--- config.mk ---
export PLATFORM = sky130hd
export DESIGN_NAME = regfile_write_queue
export DESIGN_NICKNAME = d
export VERILOG_FILES = /design/src/rtl/regfile_write_queue.sv
export SDC_FILE = /design/constraint.sdc
export NUM_CORES = 1
export LEC_CHECK = 0
export ABC_CLOCK_PERIOD_IN_PS = 3800
export CORE_ASPECT_RATIO = 1.75
export CORE_MARGIN = 1.5
export CORE_UTILIZATION = 35
export CTS_BUF_LIST = sky130_fd_sc_hd__clkbuf_8 sky130_fd_sc_hd__clkbuf_16
export CTS_CLUSTER_DIAMETER = 150
export CTS_CLUSTER_SIZE = 28
export DETAILED_ROUTE_END_ITERATION = 16
export DONT_BUFFER_PORTS = 1
export PLACE_DENSITY_LB_ADDON = 0.2
export SLEW_MARGIN = 20
export SYNTH_ARGS = -nofsm -noshare
export SYNTH_HDL_FRONTEND = slang
export SYNTH_SLANG_ARGS = --single-unit
--- constraint.sdc ---
create_clock -name clk -period 3.8 [get_ports clk]
set_clock_uncertainty 0.2 [all_clocks]
set_input_delay 0.38 -clock clk [delete_from_list [all_inputs] [get_ports clk]]
set_output_delay 0.38 -clock clk [all_outputs]
set_load 0.05 [all_outputs]
--- src/rtl/regfile_write_queue.sv ---
// regfile_write_queue: DEPTH-entry write buffer between write-back and the
// 32 x 64-bit register bank. Requests drain one per cycle, head first, as a
// one-hot register enable plus a shared data bus. Register X31 is hardwired
// zero, so writes to it are consumed without enabling any register.
// Optional feature macro: REGWQ_FORWARD_EN builds the pending-write probe
// (rd_hit/rd_data). Without it, both outputs are tied to zero.
module regfile_write_queue #(
  parameter int DEPTH  = 4,
  parameter int WIDTH  = 64,
  parameter int ADDR_W = 5
) (
  input  logic                    clk,
  input  logic                    reset,
  input  logic                    wr_valid,
  output logic                    wr_ready,
  input  logic [ADDR_W-1:0]       wr_addr,
  input  logic [WIDTH-1:0]        wr_data,
  input  logic                    hold,
  output logic [(2**ADDR_W)-1:0]  reg_en,
  output logic [WIDTH-1:0]        reg_din,
  output logic [$clog2(DEPTH):0]  count,
  input  logic [ADDR_W-1:0]       rd_addr,
  output logic                    rd_hit,
  output logic [WIDTH-1:0]        rd_data
);

  localparam int PTR_W = $clog2(DEPTH);
  localparam int CNT_W = PTR_W + 1;
  localparam int NREG  = 2**ADDR_W;
  localparam logic [ADDR_W-1:0] ZERO_REG  = {ADDR_W{1'b1}};
  localparam logic [CNT_W-1:0]  FULL_CNT  = CNT_W'(DEPTH);
  localparam logic [CNT_W-1:0]  EMPTY_CNT = {CNT_W{1'b0}};

  logic [ADDR_W-1:0] addr_mem_r [DEPTH];
  logic [WIDTH-1:0]  data_mem_r [DEPTH];
  logic [PTR_W-1:0]  head_r;
  logic [PTR_W-1:0]  tail_r;
  logic [CNT_W-1:0]  count_r;

  logic              push_s;
  logic              pop_s;
  logic [ADDR_W-1:0] head_addr_s;

  // No fall-through: a full queue refuses even when the head retires this cycle.
  assign wr_ready    = (count_r < FULL_CNT);
  assign push_s      = wr_valid & wr_ready;
  assign pop_s       = (count_r != EMPTY_CNT) & ~hold;
  assign head_addr_s = addr_mem_r[head_r];
  assign count       = count_r;

  // Entry storage: capture the accepted request at the tail slot.
  always_ff @(posedge clk) begin
    if (!reset && push_s) begin
      addr_mem_r[tail_r] <= wr_addr;
      data_mem_r[tail_r] <= wr_data;
    end
  end

  // Pointer and occupancy bookkeeping; reset discards every queued entry.
  always_ff @(posedge clk) begin
    if (reset) begin
      head_r  <= {PTR_W{1'b0}};
      tail_r  <= {PTR_W{1'b0}};
      count_r <= EMPTY_CNT;
    end else begin
      if (push_s) begin
        tail_r <= tail_r + PTR_W'(1);
      end
      if (pop_s) begin
        head_r <= head_r + PTR_W'(1);
      end
      case ({push_s, pop_s})
        2'b10:   count_r <= count_r + CNT_W'(1);
        2'b01:   count_r <= count_r - CNT_W'(1);
        default: count_r <= count_r;
      endcase
    end
  end

  // Drain port: present the head entry to the bank, suppressing X31 writes.
  always_comb begin
    reg_en  = {NREG{1'b0}};
    reg_din = {WIDTH{1'b0}};
    if (count_r != EMPTY_CNT) begin
      reg_din = data_mem_r[head_r];
    end else begin
      reg_din = {WIDTH{1'b0}};
    end
    if (pop_s && (head_addr_s != ZERO_REG)) begin
      reg_en[head_addr_s] = 1'b1;
    end else begin
      reg_en = {NREG{1'b0}};
    end
  end

`ifdef REGWQ_FORWARD_EN
  // Pending-write probe: scan oldest to youngest so the youngest match wins;
  // the entry retiring this cycle is still considered pending.
  always_comb begin
    logic [PTR_W-1:0] idx_s;
    rd_hit  = 1'b0;
    rd_data = {WIDTH{1'b0}};
    idx_s   = head_r;
    for (int i = 0; i < DEPTH; i++) begin
      idx_s = head_r + PTR_W'(i);
      if ((CNT_W'(i) < count_r) && (addr_mem_r[idx_s] == rd_addr) &&
          (rd_addr != ZERO_REG)) begin
        rd_hit  = 1'b1;
        rd_data = data_mem_r[idx_s];
      end else begin
        rd_hit  = rd_hit;
        rd_data = rd_data;
      end
    end
  end
`else
  logic unused_rd_addr_s;
  assign unused_rd_addr_s = ^rd_addr;
  assign rd_hit  = 1'b0;
  assign rd_data = {WIDTH{1'b0}};
`endif

endmodule

==> impl_metrics.ini <==
[setup_path]
cpPeakStageDelay_ps = 740
worstSetupStartpointType = flop
r2r_slack_ps = 1090
cp.arrival_ps = 2910
crit_slowest_cell = dfxtp_1
critPathRequiredTime_ps = 3220
cp_top_family = simple AND/OR/NAND/NOR gates
r2r-end = data_mem_r[1][45]
crit_top_cell = buf_4
path_cells = or3_2, buf_4, nand3_1, nor3_1, buf_4
path_buf_inv = 2
cp_max_fo = 29
criticalPathCategory = flop to output pin
endpoint_kind = output pin
r2r_cells = 5
cp-startpoint = count[2]
reg2reg_from = count[2]

[timing]
finalSetupViolations = 0
rsz0062_at_grt = false
final-hold-violation-count = 0
fin_crit_sh_pct = 91.9
maxSlewHeadroom_pct = 53.4
worst_pin_slew_ps = 699
slew_violations = 0
fmaxAchievable_mhz = 286
min_period_ps = 3490
tns_ps = 0

[global_routing]
grt_overflow = 0
grt_pass1_vias = 5879
antenna_found_initial = 2
grt_start_max_net_pins = 39
track_usage_pct = 13.5
grt_pass1_wl_um = 35100

[cells_and_area]
multi_input_area_sq_um = 2750
syn2layout_area_growth_pct = 14.3
nFillCells = 2966
num-nets-final = 785
final_common_cell = edfxtp_1
post-route-cell-area_sq_um = 13300
seqCellArea_sq_um = 8480
final_cell_mix = 276 x edfxtp_1, 73 x dlygate4sd3_1, 68 x mux4_2
drive_gt1_share_pct = 20.6
post-route-util_pct = 40.5

[power]
p_leak_nw = 4.27
vdd_drop_max_uv = 467
power_per_cell_area_nw_per_um2 = 642

[worst_hold_path]
hold_end = count[0]
min_path_cells = 4
hold_class = input pin to flop
hp-start = hold

[place]
port_buffers = 0
dpl.hpwl_um = 13800
dpl_cell_area_sq_um = 12100
place.gp.congestion = 0.780

[detailed_routing]
wl_per_cell_um = 20.5
drt_wl_total_um = 22900
drc_errors = 0
drtAntennaViolNets = 0
vias_per_cell = 4.87
num_vias = 5434
drtPass1Iterations = 4
first_iter_violations = 268

[logic_synthesis]
ys.flop_type = edfxtp_1
seq_area_frac_synth_pct = 72.8
synthTopCellsByArea = edfxtp_1 71%, mux4_2 13%, buf_4 4.3%
synthCells = 604
synth_top_area_share_pct = 71.2
ys_async_sr_fraction_pct = 0
yosysUniqueCellTypes = 31
synth_area_leader_cell = edfxtp_1
ys_seq_elements = 285
syn_area_sq_um = 11600
yosys_warnings = 0
synth_edf_count = 276
synth.avg_cell_area_sq_um = 19.3

[die]
dieHeight_um = 244
pin_count = 243
core.rowCount = 88
die_w_um = 141
die-area_sq_um = 34400
core_sq_um = 32800
start_util_pct = 35.5

[clock_tree]
clock_path_buffers = 3
cts_max_level = 1
clk_pin_slew_ps = 100
cts_root_buffer = clkbuf_16
clock_sinks = 285
cts_buffers = 14
clkLatencyLatePin_ps = 500
postCtsSetupBuffers = 0
cts_tree = yes

[job]
maxCapViolCount = 0

[outcome]
outcome = completed
layer usage:
layer / track usage [%] / up-vias / share of wire, %
li1: - / 2391 / -
met1: 15.2 / 2842 / 38
met2: 26.1 / 176 / 56
met3: 1.88 / 23 / 4.0
met4: 3.89 / 2 / 1.9
met5: 0 / - / 0.070
stage by stage:
step	worst slack [ps]	hold slack, ps	std cells	total power, W
final	308	212	1115	0.00854
after global routing	74.4	248	1115	0.00891
after CTS	283	189	1114	0.00868
after detailed placement	824	243	1017	0.00689
after global placement	935	248	1017	0.00684
after floorplan	411	253	669	0.00648
tightest hold or removal path: stages:
cell and delay [ps]:
nor2_1 120, ha_1 220, xor2_1 90, nor2_1 70
repair_timing:
item / 4_1_cts / 5_1_grt
hold buffers: 73 / 0
hold endpoints to repair: 285 / 0
gates resized for setup: 0 / 0
state kept, by name, indices dropped and copies added (netlist names), named ones only:
register	cells
count	3
addr_mem_r	20
tail_r	2
head_r	2
data_mem_r	256
cell families after synthesis:
family                     share of synthesized area, %
DFF                                                72.8
and+or+nand+nor                                    6.53
buffers and inverters                              5.93
muxes                                              13.4
AOI/OAI and AO/OA                                 0.409
adders and majority gates                         0.710
xor gates and xnor gates                          0.226
other                                            0.0322
area by class of cell:
cell class | count | share of cell area, %
Antenna cell | 1 | 0.0188
Clock buffer | 15 | 2.82
Clock inverter | 9 | 0.452
Inverter | 9 | 0.254
Multi-Input combinational cell | 277 | 20.7
Sequential cell | 285 | 63.7
Tap cell | 405 | 3.81
Timing Repair Buffer | 114 | 8.19
synth_stat cells, drive strengths merged, types with 2 or more instances:
cell type / number
nor3: 31
or3: 3
nand2: 4
inv: 9
edfxtp: 276
clkbuf: 12
nand2b: 4
a21oi: 6
nand3: 3
xor2: 2
mux4: 69
dfxtp: 9
o21ai: 2
buf: 86
ha: 5
nor2: 6
and2: 68
or2: 2
where the power goes:
part           leakage [nW]  switching [W]  internal [W]
clock                 0.239       0.000960      0.000739
sequential             2.58       0.000127       0.00367
combinational          1.45        0.00229      0.000757
worst max-delay path by stage:
stage	endpoint	slack, ps	cells after the start
4_1_cts	reg_en[24]	280	5
6_report	reg_en[24]	310	5
5_1_grt	reg_en[22]	70	5
3_5_place_dp	reg_en[24]	820	5
2_1_floorplan	reg_en[4]	410	5
3_3_place_gp	reg_en[22]	930	5
Power figures use the tool's default switching activity.
